==> src/rtl/universal_shift_register.sv <==
// Universal shift register: hold, shift left, parallel load, shift right on one WIDTH-bit register.
// One clock per operation; p_out is the register itself, s_out is combinational from q and mode only.
module universal_shift_register #(
    parameter int WIDTH = 4
) (
    input  logic             clk,
    input  logic             rst,
    input  logic [1:0]       mode,
    input  logic             s_in,
    input  logic [WIDTH-1:0] p_in,
    output logic             s_out,
    output logic [WIDTH-1:0] p_out
);

    localparam logic [1:0] MODE_HOLD  = 2'b00;
    localparam logic [1:0] MODE_SHL   = 2'b01;
    localparam logic [1:0] MODE_LOAD  = 2'b10;
    localparam logic [1:0] MODE_SHR   = 2'b11;

    logic [WIDTH-1:0] q;

    always_ff @(posedge clk) begin
        if (rst) begin
            q <= '0;
        end else begin
            case (mode)
                MODE_HOLD: q <= q;
                MODE_SHL:  q <= {q[WIDTH-2:0], s_in};
                MODE_LOAD: q <= p_in;
                MODE_SHR:  q <= {s_in, q[WIDTH-1:1]};
                default:   q <= q;
            endcase
        end
    end

    // s_out shows the bit that the next shift in the selected direction will drop.
    assign s_out = (mode == MODE_SHR) ? q[0] : q[WIDTH-1];
    assign p_out = q;

endmodule

==> config.mk <==
export PLATFORM = sky130hd
export DESIGN_NAME = universal_shift_register
export DESIGN_NICKNAME = d
export VERILOG_FILES = /design/src/rtl/universal_shift_register.sv
export SDC_FILE = /design/constraint.sdc
export NUM_CORES = 1
export LEC_CHECK = 0
export ABC_CLOCK_PERIOD_IN_PS = 1100
export CAP_MARGIN = 10
export CELL_PAD_IN_SITES_DETAIL_PLACEMENT = 0
export CELL_PAD_IN_SITES_GLOBAL_PLACEMENT = 1
export CORE_AREA = 2 2 39 41
export CTS_CLUSTER_DIAMETER = 30
export CTS_CLUSTER_SIZE = 12
export DETAILED_ROUTE_END_ITERATION = 8
export DIE_AREA = 0 0 41 43
export PLACE_DENSITY_LB_ADDON = 0.15
export SLEW_MARGIN = 20
export SYNTH_ARGS = -nofsm -noshare
export SYNTH_HDL_FRONTEND = slang
export SYNTH_SLANG_ARGS = --single-unit
==> constraint.sdc <==
create_clock -name clk -period 1.1 [get_ports clk]
set_input_delay 0.11 -clock clk [delete_from_list [all_inputs] [get_ports clk]]
set_output_delay 0.11 -clock clk [all_outputs]
set_load 0.01 [all_outputs]
==> results.md <==
- Antenna Nets Post-Route: 0
- Final Max Tran Viols: 0
- Boundary Pins: 14
- Synth warnings: 0
- Footprint of the multi-input gates: 130.1 µm²
- Top cell type by total area after synthesis: mux4_2
- PwrDens: 1074 nW/µm²
- Max Cap Violations: 0
- Highest net fanout along the worst path: 3
- Placed Cells: 48
- Post-synth EDFFs: 0
- Synthesized area: 210.2 µm²
- Primary FF master, synth: dfxtp_1
- Via count: 227
- Post-synthesis net count: 23
- Largest net degree at the start of global routing: 5
- CTS H-tree lvls: 1
- TritonCTS Buffers: 3
- Die height: 43 µm
- Placer Congestion: 0.6889
- # diodes: 0
- Crit. End Element: flop
- Iter 0 DRT Violations: 6
- Fin. Hold Viols: 0
- Fraction of layout instances using a drive strength above 1: 0.5000
- RSZ-0062 raised after global routing: yes
- Port bufs: 13
- Area contributors post-synth: mux4_2, dfxtp_1, nor2b_1
- Clock Sinks: 4
- Setup WS pre-CTS: -0.4422 ns
- Hold Buf Count CTS: 0
- Final number of setup-violating endpoints: 4
- Final min period: 1.128 ns
- FILL cells: 157
- Worst slew pin tran: 0.1576 ns
- Static leakage: 0.2035 nW
- Die footprint: 1763 µm²
- Synth cell types: 5
- Startpoint Class: flop
- Initial antenna violation count: 0
- Part of the cycle the worst path needs: 1.025
- Wirelength per Cell: 12.65 µm
- Max rail drop VDD: 455.7 µV
- Finished Cell Area: 447.9 µm²
- Post-synth ARST share: 0
- First-pass GRT wire length: 1117 µm
- Clock-pin slew on the worst setup and hold paths: 0.04 ns
- Failing checks: setup timing
- WL final: 683 µm
- Worst hold path class: input port to flop
- Fmax: 886.8 MHz
- DP Area: 397.9 µm²
- Final WS setup: -0.02764 ns
- GR Util All Layers: 0.1030
- Met2 usage: 0.1563
- Die X: 41 µm
- # nets final: 49
- Register Area: 82.58 µm²
- Met1 Use GR: 0.1016
- Clock tree buffer depth: 2
- M3 GR Usage: 0.07853
- Root Buffer: clkbuf_4
- Starting density of the core: 0.1519
- Max reg flops: 4
- Via density: 4.204
- Status: finished with violations
- P&R area growth vs syn: 113.1%
- Rows: 14
- Clk_lat worst skew: 0.24 ns
- Fin cells: 54
- Total core area: 1384 µm²
- Relative slew slack: 0.8946
- Synth top area share: 0.4286
- #FFs+latches synth: 4
- CTS tree: done
- # DRC: 0
- Setup Crit Path Kind: flop to flop
- CP required: 1.22 ns
- Grt ovf: 0
- CP Data Arrival Time: 1.25 ns
- Most Crowded Layer GR: met2
- Cell count after synthesis: 14
- Fin Hold WS: 0.5090 ns
- Vias in the first global route: 236
- Synthesized area per cell: 15.01 µm²
- Most instantiated cells after synthesis: dfxtp_1, mux4_2, nor2b_1, mux2_2, nand2_1
- Setup Skew: 0.004404 ns
- Drt first pass iters: 3
- Register area share after synthesis: 0.3810
- Final Util: 0.3237
-- cells in the final DEF, fill, tap and decap left out --
| cell | instances |
|---|---|
| buf_6 | 4 |
| nor2b_1 | 4 |
| mux4_2 | 4 |
| dfxtp_2 | 2 |
| nand2_1 | 1 |
| buf_4 | 4 |
| dfxtp_1 | 2 |
| clkbuf_4 | 3 |
| clkdlybuf4s50_1 | 6 |
| buf_2 | 1 |
| dlygate4sd2_1 | 6 |
| mux2_2 | 1 |
-- final timing paths --
kind	startpoint	endpoint	slack (ns)	cells after the start
worst max-delay path	p_out[3]	p_out[2]	-0.03	3
worst min-delay path	rst	p_out[3]	0.51	2
worst max register to register	p_out[3]	p_out[2]	-0.03	3
worst min register to register	p_out[2]	p_out[3]	0.73	2
-- where the power goes --
part	total, mW	internal, mW	switching (mW)	leakage [nW]
Combinational	0.127	0.0901	0.0371	0.156
Sequential	0.165	0.157	0.00844	0.0336
Clock	0.189	0.122	0.0663	0.0138
-- layout make-up --
class,count,share of cell area
sequential,4,0.1844
clock buffer,3,0.05028
multi-input combinational,10,0.2905
tap,16,0.04469
timing repair buffer,21,0.4302
-- layer usage --
metal,vias up,share of wire
li1,105,-
met1,114,0.35
met2,6,0.56
met3,2,0.070
met4,0,0.013
met5,-,0
-- timing repair --
action,4_1_cts,5_1_grt
setup buffers,3,0
gates resized for setup,16,0
setup endpoints to repair,9,4
pin swaps,0,0
-- cells by family (layout without fill, tap and decap cells) --
kind of cell / after synthesis / in the layout / share of synthesized area
simple gates: 5 / 5 / 0.1369
buf+inv: 0 / 24 / 0
flops: 4 / 4 / 0.3810
mux: 5 / 5 / 0.4822
-- critical path, cell delays in order, from the launching register on --
cell and delay (ns):
dfxtp_2 0.32, buf_6 0.11, mux4_2 0.44, nor2b_1 0.14
-- through the flow --
step | setup TNS [ns] | power [mW]
final | -0.04954 | 0.4812
after detailed placement | -1.956 | 0.2910
after floorplan | 0 | 0.2081
after CTS | -0.06207 | 0.4937
after global routing | -0.2252 | 0.5136
after global placement | -1.945 | 0.2921
(Power assumes the default switching activity.)
